$ cat config.mk
export PLATFORM = sky130hd
export DESIGN_NAME = dwrr_credit_sched_flat
export DESIGN_NICKNAME = d
export VERILOG_FILES = /design/src/rtl/dwrr_credit_sched_if.sv /design/src/rtl/dwrr_credit_sched.sv /design/src/flat_wrapper.sv
export SDC_FILE = /design/constraint.sdc
export NUM_CORES = 1
export LEC_CHECK = 0
export CAP_MARGIN = 20
export CORE_MARGIN = 2
export CORE_UTILIZATION = 23
export DETAILED_ROUTE_END_ITERATION = 6
export SYNTH_ARGS = -nofsm -noshare
export SYNTH_HDL_FRONTEND = slang
export SYNTH_SLANG_ARGS = --single-unit
$ cat constraint.sdc
create_clock -name clk -period 7.3 [get_ports clk]
set_input_delay 0.73 -clock clk [delete_from_list [all_inputs] [get_ports clk]]
set_output_delay 0.73 -clock clk [all_outputs]
set_load 0.1 [all_outputs]
$ cat src/rtl/dwrr_credit_sched_if.sv
// Signal bundle for the DWRR credit scheduler: config writes, replenish/grant,
// consume/underflow and credit query.
interface dwrr_credit_sched_if #(
  parameter int unsigned DEPTH_W   = 5,
  parameter int unsigned FLOW_W    = 3,
  parameter int unsigned CREDIT_W  = 8,
  parameter int unsigned QUANTUM_W = 4
) ();
  logic                 cfg_wr_en;
  logic [DEPTH_W-1:0]   cfg_wr_addr;
  logic [FLOW_W-1:0]    cfg_wr_flow;
  logic                 q_wr_en;
  logic [FLOW_W-1:0]    q_wr_flow;
  logic [QUANTUM_W-1:0] q_wr_val;
  logic                 replenish;
  logic                 grant_valid;
  logic [FLOW_W-1:0]    grant_flow;
  logic                 consume_valid;
  logic [FLOW_W-1:0]    consume_flow;
  logic [CREDIT_W-1:0]  consume_amt;
  logic [FLOW_W-1:0]    query_flow;
  logic [CREDIT_W-1:0]  query_credit;
  logic                 underflow;
  logic                 init_done;

  modport master (
    output cfg_wr_en, cfg_wr_addr, cfg_wr_flow, q_wr_en, q_wr_flow, q_wr_val, replenish,
           consume_valid, consume_flow, consume_amt, query_flow,
    input  grant_valid, grant_flow, query_credit, underflow, init_done
  );

  modport slave (
    input  cfg_wr_en, cfg_wr_addr, cfg_wr_flow, q_wr_en, q_wr_flow, q_wr_val, replenish,
           consume_valid, consume_flow, consume_amt, query_flow,
    output grant_valid, grant_flow, query_credit, underflow, init_done
  );
endinterface

$ cat src/rtl/dwrr_credit_sched.sv
// Deficit-weighted round-robin credit scheduler: an order table is walked one step per
// replenish, each step grants its flow a quantum of credit; consumers debit credit.
module dwrr_credit_sched #(
  parameter int unsigned DEPTH_W   = 5,
  parameter int unsigned FLOW_W    = 3,
  parameter int unsigned CREDIT_W  = 8,
  parameter int unsigned QUANTUM_W = 4
) (
  input logic                  clk,
  input logic                  rstn,
  dwrr_credit_sched_if.slave   bus
);

  localparam int Entries = 2 ** DEPTH_W;
  localparam int Flows   = 2 ** FLOW_W;

  if (FLOW_W > DEPTH_W) begin : g_bad_flow_w
    $error("FLOW_W must not exceed DEPTH_W");
  end
  if (QUANTUM_W > CREDIT_W) begin : g_bad_quantum_w
    $error("QUANTUM_W must not exceed CREDIT_W");
  end

  typedef enum logic {StInit, StRun} state_e;

  state_e               state_q, state_d;
  logic [DEPTH_W-1:0]   init_ptr_q;
  logic [DEPTH_W-1:0]   rd_ptr_q;
  logic [FLOW_W-1:0]    order_tbl [Entries];
  logic                 rd_valid_q;
  logic [FLOW_W-1:0]    rd_flow_q;
  logic                 grant_valid_q;
  logic [FLOW_W-1:0]    grant_flow_q;
  logic [CREDIT_W-1:0]  credit_q [Flows];
  logic [CREDIT_W-1:0]  credit_d [Flows];
  logic [QUANTUM_W-1:0] quantum_q [Flows];
  logic                 underflow_q, underflow_d;
  logic [CREDIT_W-1:0]  query_credit_q;
  logic                 run;

  assign run = (state_q == StRun);

  always_comb begin
    state_d = state_q;
    unique case (state_q)
      StInit:  if (&init_ptr_q) state_d = StRun;
      StRun:   state_d = StRun;
      default: state_d = StInit;
    endcase
  end

  // Table is not reset: INIT rewrites every entry after each reset.
  always_ff @(posedge clk) begin
    if (state_q == StInit) begin
      order_tbl[init_ptr_q] <= init_ptr_q[FLOW_W-1:0];
    end else if (bus.cfg_wr_en) begin
      order_tbl[bus.cfg_wr_addr] <= bus.cfg_wr_flow;
    end
  end

  // Grant credit is applied before the debit so a same-flow collision nets out correctly.
  always_comb begin : p_credit
    logic [CREDIT_W:0] acc;
    underflow_d = 1'b0;
    acc         = '0;
    for (int f = 0; f < Flows; f++) begin
      acc = {1'b0, credit_q[f]};
      if (grant_valid_q && grant_flow_q == FLOW_W'(f)) begin
        acc = acc + (CREDIT_W + 1)'(quantum_q[f]);
        if (acc[CREDIT_W]) acc = {1'b0, {CREDIT_W{1'b1}}};
      end
      if (run && bus.consume_valid && bus.consume_flow == FLOW_W'(f)) begin
        if (acc < {1'b0, bus.consume_amt}) begin
          acc         = '0;
          underflow_d = 1'b1;
        end else begin
          acc = acc - {1'b0, bus.consume_amt};
        end
      end
      credit_d[f] = acc[CREDIT_W-1:0];
    end
  end

  always_ff @(posedge clk) begin
    if (!rstn) begin
      state_q        <= StInit;
      init_ptr_q     <= '0;
      rd_ptr_q       <= '0;
      rd_valid_q     <= 1'b0;
      rd_flow_q      <= '0;
      grant_valid_q  <= 1'b0;
      grant_flow_q   <= '0;
      underflow_q    <= 1'b0;
      query_credit_q <= '0;
      for (int f = 0; f < Flows; f++) begin
        credit_q[f]  <= '0;
        quantum_q[f] <= QUANTUM_W'(1);
      end
    end else begin
      state_q <= state_d;
      if (state_q == StInit) init_ptr_q <= init_ptr_q + 1'b1;
      rd_valid_q <= run && bus.replenish;
      if (run && bus.replenish) begin
        rd_flow_q <= order_tbl[rd_ptr_q];
        rd_ptr_q  <= rd_ptr_q + 1'b1;
      end
      grant_valid_q  <= rd_valid_q;
      grant_flow_q   <= rd_flow_q;
      credit_q       <= credit_d;
      underflow_q    <= underflow_d;
      query_credit_q <= credit_d[bus.query_flow];
      if (run && bus.q_wr_en) quantum_q[bus.q_wr_flow] <= bus.q_wr_val;
    end
  end

  assign bus.grant_valid  = grant_valid_q;
  assign bus.grant_flow   = grant_flow_q;
  assign bus.query_credit = query_credit_q;
  assign bus.underflow    = underflow_q;
  assign bus.init_done    = run;

endmodule

$ cat src/flat_wrapper.sv
// flat-port wrapper written by rule: the top's interface ports become plain ports
module dwrr_credit_sched_flat 
#(
  parameter int unsigned DEPTH_W   = 5,
  parameter int unsigned FLOW_W    = 3,
  parameter int unsigned CREDIT_W  = 8,
  parameter int unsigned QUANTUM_W = 4
)
  (clk, rstn, bus_cfg_wr_en, bus_cfg_wr_addr, bus_cfg_wr_flow, bus_q_wr_en, bus_q_wr_flow, bus_q_wr_val, bus_replenish, bus_consume_valid, bus_consume_flow, bus_consume_amt, bus_query_flow, bus_grant_valid, bus_grant_flow, bus_query_credit, bus_underflow, bus_init_done);
  dwrr_credit_sched_if #(.DEPTH_W(DEPTH_W), .FLOW_W(FLOW_W), .CREDIT_W(CREDIT_W), .QUANTUM_W(QUANTUM_W)) bus_i ();
  input logic clk;
  input logic rstn;
  input wire logic [$bits(bus_i.cfg_wr_en)-1:0] bus_cfg_wr_en;
  input wire logic [$bits(bus_i.cfg_wr_addr)-1:0] bus_cfg_wr_addr;
  input wire logic [$bits(bus_i.cfg_wr_flow)-1:0] bus_cfg_wr_flow;
  input wire logic [$bits(bus_i.q_wr_en)-1:0] bus_q_wr_en;
  input wire logic [$bits(bus_i.q_wr_flow)-1:0] bus_q_wr_flow;
  input wire logic [$bits(bus_i.q_wr_val)-1:0] bus_q_wr_val;
  input wire logic [$bits(bus_i.replenish)-1:0] bus_replenish;
  input wire logic [$bits(bus_i.consume_valid)-1:0] bus_consume_valid;
  input wire logic [$bits(bus_i.consume_flow)-1:0] bus_consume_flow;
  input wire logic [$bits(bus_i.consume_amt)-1:0] bus_consume_amt;
  input wire logic [$bits(bus_i.query_flow)-1:0] bus_query_flow;
  output wire logic [$bits(bus_i.grant_valid)-1:0] bus_grant_valid;
  output wire logic [$bits(bus_i.grant_flow)-1:0] bus_grant_flow;
  output wire logic [$bits(bus_i.query_credit)-1:0] bus_query_credit;
  output wire logic [$bits(bus_i.underflow)-1:0] bus_underflow;
  output wire logic [$bits(bus_i.init_done)-1:0] bus_init_done;
  assign bus_i.cfg_wr_en = bus_cfg_wr_en;
  assign bus_i.cfg_wr_addr = bus_cfg_wr_addr;
  assign bus_i.cfg_wr_flow = bus_cfg_wr_flow;
  assign bus_i.q_wr_en = bus_q_wr_en;
  assign bus_i.q_wr_flow = bus_q_wr_flow;
  assign bus_i.q_wr_val = bus_q_wr_val;
  assign bus_i.replenish = bus_replenish;
  assign bus_i.consume_valid = bus_consume_valid;
  assign bus_i.consume_flow = bus_consume_flow;
  assign bus_i.consume_amt = bus_consume_amt;
  assign bus_i.query_flow = bus_query_flow;
  assign bus_grant_valid = bus_i.grant_valid;
  assign bus_grant_flow = bus_i.grant_flow;
  assign bus_query_credit = bus_i.query_credit;
  assign bus_underflow = bus_i.underflow;
  assign bus_init_done = bus_i.init_done;
  dwrr_credit_sched #(.DEPTH_W(DEPTH_W), .FLOW_W(FLOW_W), .CREDIT_W(CREDIT_W), .QUANTUM_W(QUANTUM_W)) u_core (.clk(clk), .rstn(rstn), .bus(bus_i));
endmodule
==> results of run 1 <==
[where the power goes]
part / switching, W / internal (W) / total [W]
Clock: 0.000548 / 0.000757 / 0.00131
Sequential: 0.00000894 / 0.00133 / 0.00134
Combinational: 0.000160 / 0.0000819 / 0.000242
Total: 0.000718 / 0.00217 / 0.00289
[metrics by stage]
step | instance area [um2] | total power (W) | worst slack, ps | hold slack, ps | std cells
after floorplan | 14460 | 0.001516 | 3144 | 411.9 | 1464
after global placement | 15840 | 0.001607 | 2920 | 413.8 | 2308
after detailed placement | 15860 | 0.001609 | 2869 | 418.4 | 2309
after CTS | 16700 | 0.002913 | 2875 | 435.9 | 2353
after global routing | 16700 | 0.002982 | 2479 | 456.3 | 2353
final | 16700 | 0.002889 | 2788 | 435.1 | 2354
[cell usage after synthesis (7+ instances only)]
| library cell | instances |
|---|---|
| xor2_1 | 24 |
| or2_2 | 8 |
| o21a_1 | 31 |
| a211oi_1 | 22 |
| nand4_1 | 7 |
| nor3_1 | 31 |
| o22ai_1 | 21 |
| a22o_1 | 7 |
| a31oi_1 | 23 |
| a22oi_1 | 10 |
| mux2i_1 | 19 |
| nor2b_1 | 21 |
| nand3b_1 | 7 |
| a21oi_1 | 64 |
| buf_2 | 10 |
| ha_1 | 99 |
| and3_1 | 21 |
| nand2_1 | 102 |
| mux2_2 | 10 |
| o21ai_0 | 61 |
| a21o_1 | 21 |
| inv_1 | 62 |
| clkbuf_1 | 34 |
| xnor2_1 | 26 |
| o31ai_1 | 8 |
| a211o_1 | 9 |
| dfxtp_1 | 92 |
| mux4_2 | 30 |
| o211ai_1 | 16 |
| and2_1 | 72 |
| fa_1 | 16 |
| nor2_1 | 148 |
| edfxtp_1 | 128 |
| or3_1 | 10 |
| nand2b_1 | 24 |
| nand3_1 | 48 |
[cells by family (layout without fill, tap and decap cells)]
family          Yosys count  after routing  share of synthesized area (%)
compound gates          372            372                          17.84
fa+ha+maj               115            115                          10.78
simple gates            536            536                          19.14
buf+inv                 111            163                          3.045
xor+xnor                 50             50                          3.028
flops                   220            220                          39.31
other cells               0              1                              0
mux                      60             60                          6.868
[placed cells by master, fill, tap and decap left out, types with 23 or more instances in the layout]
cell             count
o21ai_0             61
nor3_1              31
o21a_1              31
nand2b_1            24
xnor2_1             26
dfxtp_1             92
inv_1               62
a31oi_1             23
edfxtp_1           128
xor2_1              24
mux4_2              30
clkdlybuf4s50_1     47
a21oi_1             64
nor2_1             148
and2_1              72
clkbuf_16           24
nand2_1            102
nand3_1             48
ha_1                99
[critical path: stages (launching register included)]
cell and delay, ps:
dfxtp_1 540, nor4b_4 740, o2111ai_2 430, and2_1 280, ha_1 220, fa_1 440, nor2b_1 180, o31ai_1 120
a21oi_1 650, a21oi_1 140, a31oi_1 240, mux2_2 210, a22oi_1 90, o41ai_1 110
[sequential cells by signal, indices dropped and copies added, names as in the netlist]
register and count:
u_core.quantum_q 32, u_core.bus.query_credit 8, u_core.bus.init_done 1, u_core.rd_valid_q 1, u_core.bus.grant_valid 1, u_core.bus.grant_flow 3, u_core.init_ptr_q 5, u_core.rd_ptr_q 5
u_core.bus.underflow 1, u_core.credit_q 64, u_core.order_tbl 96, u_core.rd_flow_q 3
[final cells by class]
cell class	count	area, um2	share of cell area (%)
well taps	837	1047	6.270
flip-flops and latches	220	5685	34.04
inverters	63	236.5	1.416
diodes	1	2.502	0.01498
clock inverters	16	221.5	1.326
repair buffers	56	555.5	3.326
multi-input cells	1133	8338	49.92
clock buffers	28	615.6	3.686
[worst max-delay path by stage]
| stage | slack, ps | cells past startpoint | endpoint |
|---|---|---|---|
| final | 2790 | 13 | u_core.bus.query_credit[2]$_SDFF_PN0_ |
| after global routing | 2480 | 13 | u_core.bus.query_credit[2]$_SDFF_PN0_ |
| after CTS | 2870 | 13 | u_core.bus.query_credit[2]$_SDFF_PN0_ |
| after detailed placement | 2870 | 11 | u_core.bus.query_credit[7]$_SDFF_PN0_ |
| after global placement | 2920 | 11 | u_core.bus.query_credit[7]$_SDFF_PN0_ |
| after floorplan | 3140 | 16 | u_core.bus.query_credit[5]$_SDFF_PN0_ |
[per-layer routing]
layer	up-vias	GRT usage [%]
li1	5549	-
met1	5636	17.66
met2	385	20.30
met5	-	0
met3	63	2.296
met4	0	3.642
==> results.tsv, run 1 <==
stage	metric	value	unit
outcome	status	finished, final reports clean	
layout	drive_gt1_share	8.245	%
worst_setup_path	endpoint_kind	flop	
cts	tritoncts	done	
placed_design	post-dp-hpwl	31.05	mm
worst_setup_path	critPathMaxFanout	14	
worst_hold_path	hold_end	u_core.bus.grant_valid$_SDFF_PN0_	
global_route	grt_antenna_before_repair	0	
synthesis	synthArstFlopShare	0	%
timing	drv_slew	0	
cts	cts_buffers	24	
synthesis	synth-seq-area-share	39.31	%
timing	rsz0062_at_grt	no	
layout	final_core_util	26.97	%
synthesis	netlist_area	14460	um2
die	rows	91	
synthesis	ys_ff_latch	220	
synthesis	synthTopCellsByArea	edfxtp_1 27%, dfxtp_1 13%, ha_1 8.6%	
worst_hold_path	hold_class	flop to flop	
synthesis	synth.avg_cell_area	9.880	um2
synthesis	synth.distinct_cells	95	
cts	ctsResizeCount	0	
placed_design	io_buffers	48	
cts	htree_levels	1	
detailed_routing	vias_per_cell	4.942	
die	core	61940	um2
synthesis	yosys_most_used_dff	edfxtp_1	
placed_design	gp_congestion	0.9103	
detailed_routing	antenna_left	0	
global_route	grt-ovfl-total	0	
worst_setup_path	worstSetupPathType	flop to flop	
layout	fillers	6538	
cts	cts_hold_buf	0	
worst_setup_path	required	7740	ps
cts	clkTransAtPathRegs	70	ps
global_route	grt_max_degree	55	
timing	max_slew_margin	24.45	%
timing	hold_viol_final	0	
detailed_routing	dr.pass1.iters	6	
cts	cts_setup_buffers	0	
detailed_routing	wl_met3	2.858	mm
flow_run	cap_violations	0	
cts	insertion_delay	560	ps
cts	clockRootBuffer	clkbuf_16	
timing	setup_tns	0	ps
die	design.portCount	49	
synthesis	syn_nets	1614	
global_route	grt_pass1_wl	64.53	mm
worst_setup_path	critPathLaunchType	flop	
timing	period_share	61.81	%
worst_setup_path	worstReg2RegStart	u_core.bus.grant_valid$_SDFF_PN0_	
timing	setup_viol	0	
timing	fmax	221.6	MHz
detailed_routing	drt_wl_total	42.11	mm
cts	cts_sinks	220	
pwr	p_leak	6.201	nW
synthesis	netlist.area_leader.share	26.57	%
pwr	ir_drop	128.7	uV
global_route	grt_pass1_vias	11330	
detailed_routing	wl_met2	18.61	mm
pwr	p_per_area	173.0	nW/um2
die	fp.dieH	254.8	um
detailed_routing	wl_per_cell	17.89	um
worst_setup_path	startpoint	u_core.bus.grant_valid$_SDFF_PN0_	
synthesis	yosysTopAreaCell	edfxtp_1	
detailed_routing	m1WireLength	19.59	mm
die	die_x	254.8	um
detailed_routing	first_iter_violations	991	
timing	tightest_slew	1130	ps
detailed_routing	dr.max_layer_used	met4	
cts	clock_path_buffers	3	
layout	final_net_count	1648	
worst_hold_path	hp-start	u_core.rd_valid_q$_SDFF_PN0_	
detailed_routing	vias	11630	
worst_setup_path	r2r_end	u_core.bus.query_credit[2]$_SDFF_PN0_	
worst_setup_path	worstPathArrival	4950	ps
synthesis	ys.warnings.count	0	
layout	syn2layout_area_growth	15.48	%
synthesis	synthCells	1464	
timing	finClkSkew	12.75	ps
die	die_area	64910	um2
timing	finalCriticalPeriod	4512	ps
worst_setup_path	rr_worst_depth	13	
synthesis	synth-edff-count	128	
worst_setup_path	reg2reg_slack	2790	ps
global_route	grt_usage	12.77	%
die	initial_core_util	23.35	%
detailed_routing	drcViolationCount	0	
worst_hold_path	hold_path_depth	1	
Power figures use the tool's default switching activity.
==> inputs of run 2 (changes only) <==
==> constraint.sdc (replaced) <==
create_clock -name clk -period 4.2 [get_ports clk]
set_input_delay 0.42 -clock clk [delete_from_list [all_inputs] [get_ports clk]]
set_output_delay 0.42 -clock clk [all_outputs]
set_load 0.1 [all_outputs]
==> results.tsv, run 2 (synthesis gave the netlist of run 1 again) <==
stage	metric	value	unit
worst_setup_path	rr_worst_depth	16	
die	core	61940	um2
layout	top_register	u_core.order_tbl	
worst_setup_path	worstPathArrival	4410	ps
timing	setup_ws	202.3	ps
flow_run	cap_violations	0	
detailed_routing	wl_per_cell	18.19	um
layout	final_core_util	27.72	%
outcome	status	finished, final reports clean	
worst_setup_path	endpoint_kind	flop	
worst_setup_path	critPathMaxFanout	5	
detailed_routing	first_iter_violations	1187	
pwr	p_leak	6.412	nW
pwr	p_seq_share	48.7	%
layout	final_cell_mix	144 x nor2_1, 128 x edfxtp_1, 101 x nand2_1, 96 x ha_1, 90 x dfxtp_1	
timing	finClkSkew	12.73	ps
worst_setup_path	critical_path.top_delay_family	compound AO/OA/AOI/OAI gates	
layout	largest_reg_flops	96	
detailed_routing	drcViolationCount	0	
timing	finalCriticalPeriod	3998	ps
global_route	grt_pass1_vias	11770	
worst_hold_path	hold_path_depth	1	
die	die_x	254.8	um
layout	syn2layout_area_growth	18.70	%
worst_setup_path	worstSetupPathType	flop to flop	
worst_hold_path	hold_end	u_core.bus.grant_valid$_SDFF_PN0_	
detailed_routing	drt_wl_total	43.63	mm
detailed_routing	vias_per_cell	4.992	
cts	clockRootBuffer	clkbuf_16	
worst_setup_path	reg2reg_slack	200	ps
layout	antennaDiodeCount	0	
worst_hold_path	hp-start	u_core.rd_valid_q$_SDFF_PN0_	
layout	final_net_count	1693	
layout	top_regs	u_core.order_tbl x96, u_core.credit_q x64, u_core.quantum_q x32	
layout	final_common_cell	nor2_1	
placed_design	post-dp-hpwl	31.87	mm
cts	tritoncts	done	
die	rows	91	
placed_design	place_ws	-66.22	ps
worst_hold_path	hold_class	flop to flop	
worst_setup_path	crit_path_cell_trace	ha_1, inv_1, fa_1, nor2b_1, o21a_1, o2111a_1, mux2i_1, inv_1, ha_1, or2_2, a21oi_1, a211oi_2, and2_1, o221a_2, a211oi_2, o32ai_1	
die	fp.dieH	254.8	um
detailed_routing	antenna_left	0	
timing	whs	440.1	ps
pwr	ir_drop	210.8	uV
detailed_routing	dr.pass1.iters	5	
cts	cts_sinks	220	
pwr	switching_share	25.08	%
global_route	grt_antenna_before_repair	1	
worst_setup_path	required	4610	ps
timing	fmax	250.1	MHz
cts	cts_hold_buf	0	
timing	hold_viol_final	0	
global_route	grt-ovfl-total	0	
cts	clock_path_buffers	3	
global_route	grt_pass1_wl	66.96	mm
worst_setup_path	crit_buf_inv	2	
cts	htree_levels	1	
placed_design	io_buffers	48	
global_route	grt_max_degree	56	
worst_setup_path	worstReg2RegStart	u_core.credit_q[0]$_SDFF_PN0_	
worst_setup_path	critPathLaunchType	flop	
timing	setup_viol	0	
pwr	internal-power	0.003592	W
pwr	pwr-share-comb	9.3	%
die	die_area	64910	um2
timing	tightest_slew	1181	ps
pwr	switchingPower	0.001202	W
worst_setup_path	r2r_end	u_core.bus.query_credit[6]$_SDFF_PN0_	
timing	drv_slew	0	
detailed_routing	vias	11970	
cts	clkTransAtPathRegs	60	ps
die	design.portCount	49	
cts	cts_buffers	24	
die	initial_core_util	23.35	%
pwr	pwr-share-clk	42.0	%
layout	drive_gt1_share	13.39	%
cts	insertion_delay	540	ps
timing	max_slew_margin	20.91	%
worst_setup_path	crit_slowest_cell	fa_1	
placed_design	gp_congestion	0.9219	
pwr	p_per_area	279.2	nW/um2
global_route	grt_usage	13.24	%
worst_setup_path	slowest_delay	450	ps
timing	period_share	95.18	%
[run 2: how the worst max path moves through the flow]
stage / startpoint / end / slack (ps) / cells after the start
floorplan: u_core.bus.grant_flow[0]$_SDFF_PN0_ / u_core.bus.query_credit[5]$_SDFF_PN0_ / 40 / 16
global placement: u_core.quantum_q[7][0]$_SDFFCE_PN1P_ / u_core.bus.query_credit[6]$_SDFF_PN0_ / 60 / 19
detailed placement: u_core.quantum_q[7][0]$_SDFFCE_PN1P_ / u_core.bus.query_credit[6]$_SDFF_PN0_ / -70 / 19
CTS: u_core.quantum_q[5][0]$_SDFFCE_PN1P_ / u_core.bus.query_credit[4]$_SDFF_PN0_ / 10 / 19
global route: u_core.quantum_q[2][0]$_SDFFCE_PN1P_ / u_core.bus.query_credit[0]$_SDFF_PN0_ / -50 / 16
finish: u_core.credit_q[0]$_SDFF_PN0_ / u_core.bus.query_credit[6]$_SDFF_PN0_ / 200 / 16
[run 2: cell type report]
type,count,area [um2]
well taps,837,1047
fillers,6485,44770
clock buffers,31,626.9
clock inverters,13,105.1
repair buffers,101,893.4
flip-flops and latches,220,5688
inverters,63,236.5
multi-input cells,1133,8572
[run 2: per-layer routing]
metal	vias up	track usage (%)	wire [um]
li1	5646	-	-
met2	407	21.71	19610
met1	5856	18.01	19860
met3	63	2.470	3203
met4	0	3.041	960
met5	-	0	0
[run 2: power by group through the flow]
stage	clock (W)	sequential [W]	combinational [W]
floorplan	0	0.00240	0.000232
global placement	0	0.00238	0.000424
detailed placement	0	0.00238	0.000431
CTS	0.00207	0.00233	0.000434
global route	0.00214	0.00233	0.000479
finish	0.00202	0.00233	0.000445
[run 2: what timing repair did]
item	4_1_cts	5_1_grt
endpoints found under the hold margin	0	0
setup buffers	0	6
gates cloned	0	0
endpoints found under the setup margin	4	16
pin swaps	2	11
gates resized for setup	4	53
[run 2: through the flow]
stage / total power, W / std cells / TNS [ps] / cell area, um2
global route: 0.004957 / 2398 / -109.7 / 17170
floorplan: 0.002635 / 1464 / 0 / 14460
CTS: 0.004836 / 2392 / 0 / 16900
finish: 0.004794 / 2398 / 0 / 17170
global placement: 0.002803 / 2347 / 0 / 16130
detailed placement: 0.002810 / 2348 / -94.68 / 16160
==> inputs of run 3 (changes only) <==
--- a/config.mk
+++ b/config.mk
@@ -6,6 +6,7 @@
 export NUM_CORES = 1
 export LEC_CHECK = 0
 export CAP_MARGIN = 20
+export CORE_ASPECT_RATIO = 0.9
 export CORE_MARGIN = 2
 export CORE_UTILIZATION = 23
 export DETAILED_ROUTE_END_ITERATION = 6
==> results.tsv, run 3 (synthesis gave the netlist of run 1 again) <==
stage	metric	value	unit
worst_setup_path	critPathLaunchType	flop	
placed_design	post-dp-hpwl	32.05	mm
cts	clkTransAtPathRegs	60	ps
worst_setup_path	worstReg2RegStart	u_core.credit_q[8]$_SDFF_PN0_	
placed_design	gp_congestion	0.9542	
layout	fillers	6530	
timing	setup_viol	0	
die	core	62370	um2
placed_design	placed_cell_area	16150	um2
global_route	grt_pass1_wl	65.98	mm
timing	tightest_slew	1193	ps
worst_setup_path	critPathMaxFanout	4	
layout	multiInputGateArea	8542	um2
cts	cts_hold_buf	0	
die	design.portCount	49	
detailed_routing	wl_per_cell	18.05	um
cts	cts_buffers	24	
worst_setup_path	rr_worst_depth	19	
pwr	p_leak	6.466	nW
worst_setup_path	endpoint_kind	flop	
layout	top_register	u_core.order_tbl	
global_route	grt_pass1_vias	11430	
global_route	grt-ovfl-total	0	
timing	period_share	95.71	%
worst_setup_path	startpoint	u_core.credit_q[8]$_SDFF_PN0_	
worst_setup_path	crit_path_cell_trace	ha_2, inv_1, fa_2, nand2b_4, a21o_1, or3_4, and3_4, ha_1, inv_2, fa_2, a211oi_1, o211ai_1, a31oi_4, buf_4, or3_1, o21ai_2, o22ai_1, o31ai_1, buf_4	
placed_design	place_ws	-121.6	ps
global_route	grt_max_degree	51	
placed_design	io_buffers	48	
layout	syn2layout_area_growth	19.33	%
timing	drv_slew	0	
layout	drive_gt1_share	13.66	%
layout	final_area	17260	um2
cts	insertion_delay	560	ps
detailed_routing	vias_per_cell	4.945	
die	fp.dieH	241.9	um
layout	final_net_count	1699	
global_route	grt_antenna_before_repair	2	
cts	cts_sinks	220	
global_route	grt_usage	12.97	%
outcome	status	finished, final reports clean	
worst_setup_path	crit_buf_inv	4	
timing	hold_viol_final	0	
pwr	p_per_area	290.6	nW/um2
worst_setup_path	critical_path.top_delay_family	compound AO/OA/AOI/OAI gates	
detailed_routing	first_iter_violations	1001	
timing	whs	282.4	ps
layout	largest_reg_flops	96	
pwr	ir_drop	259.6	uV
worst_hold_path	hp-start	rstn	
worst_setup_path	reg2reg_slack	180	ps
cts	clockRootBuffer	clkbuf_16	
layout	final-seq-area	5689	um2
die	rows	87	
timing	setup_ws	180.2	ps
cts	tritoncts	done	
flow_run	cap_violations	0	
die	die_area	64910	um2
timing	max_slew_margin	20.21	%
timing	rsz0062_at_grt	yes	
worst_setup_path	crit_cells	19	
detailed_routing	dr.pass1.iters	5	
worst_setup_path	required	4700	ps
detailed_routing	vias	11930	
timing	finClkSkew	27.04	ps
worst_hold_path	hold_class	input pin to flop	
cts	clock_path_buffers	3	
worst_setup_path	r2r_end	u_core.bus.query_credit[0]$_SDFF_PN0_	
worst_setup_path	crit_end	u_core.bus.query_credit[0]$_SDFF_PN0_	
die	initial_core_util	23.19	%
timing	fmax	248.8	MHz
timing	finalCriticalPeriod	4020	ps
layout	final_core_util	27.67	%
layout	top_regs	u_core.order_tbl x96, u_core.credit_q x64, u_core.quantum_q x32	
detailed_routing	drcViolationCount	0	
layout	final_common_cell	nor2_1	
worst_setup_path	crit_slowest_cell	or3_4	
cts	htree_levels	1	
worst_setup_path	slowest_delay	390	ps
worst_setup_path	worstPathArrival	4520	ps
die	die_x	268.3	um
layout	final_cell_mix	146 x nor2_1, 128 x edfxtp_1, 102 x nand2_1, 97 x ha_1, 89 x dfxtp_1	
detailed_routing	antenna_left	0	
worst_setup_path	worstSetupPathType	flop to flop	
detailed_routing	drt_wl_total	43.55	mm
==> run 3: worst min-delay path by stage <==
| stage | end | slack, ps | depth (start not counted) |
|---|---|---|---|
| 4_1_cts | u_core.bus.grant_valid$_SDFF_PN0_ | 250 | 2 |
| 6_report | u_core.bus.grant_valid$_SDFF_PN0_ | 280 | 2 |
| 3_5_place_dp | u_core.bus.grant_valid$_SDFF_PN0_ | 440 | 1 |
| 2_1_floorplan | u_core.bus.grant_valid$_SDFF_PN0_ | 410 | 1 |
| 5_1_grt | u_core.bus.grant_valid$_SDFF_PN0_ | 270 | 2 |
| 3_3_place_gp | u_core.bus.grant_valid$_SDFF_PN0_ | 410 | 1 |
==> run 3: where the power goes <==
group	internal (W)	total (W)	switching [W]
Sequential	0.00232	0.00233	0.0000162
Combinational	0.000152	0.000443	0.000291
Clock	0.00130	0.00224	0.000940
==> run 3: area by class of cell <==
type                       instances  share of cell area [%]
antenna                            1                 0.01450
clock buffer                      28                   3.567
sequential                       220                   32.96
tap                              845                   6.125
multi-input combinational       1133                   49.49
timing repair buffer             107                   5.343
inverter                          63                   1.370
clock inverter                    16                   1.131
==> run 3: timing repair <==
item | in CTS | in global routing
pin swaps | 1 | 16
buffers inserted | 1 | 11
endpoints found under the setup margin | 4 | 18
gates resized for setup | 4 | 46
==> run 3: per-stage QoR <==
step	cells	setup TNS, ps	power (W)
floorplan	1464	0	0.002635
detailed placement	2356	-230.8	0.002810
global placement	2356	-37.42	0.002804
finish	2413	0	0.005016
global route	2412	-51.27	0.005157
CTS	2401	0	0.005045
==> run 3: metal layers <==
metal | routed length, um | track usage [%] | part of all wire [%]
met5 | 22 | 0 | 0.051
met4 | 971 | 2.288 | 2.2
met3 | 3806 | 2.775 | 8.7
met2 | 19020 | 20.57 | 44
met1 | 19730 | 18.25 | 45
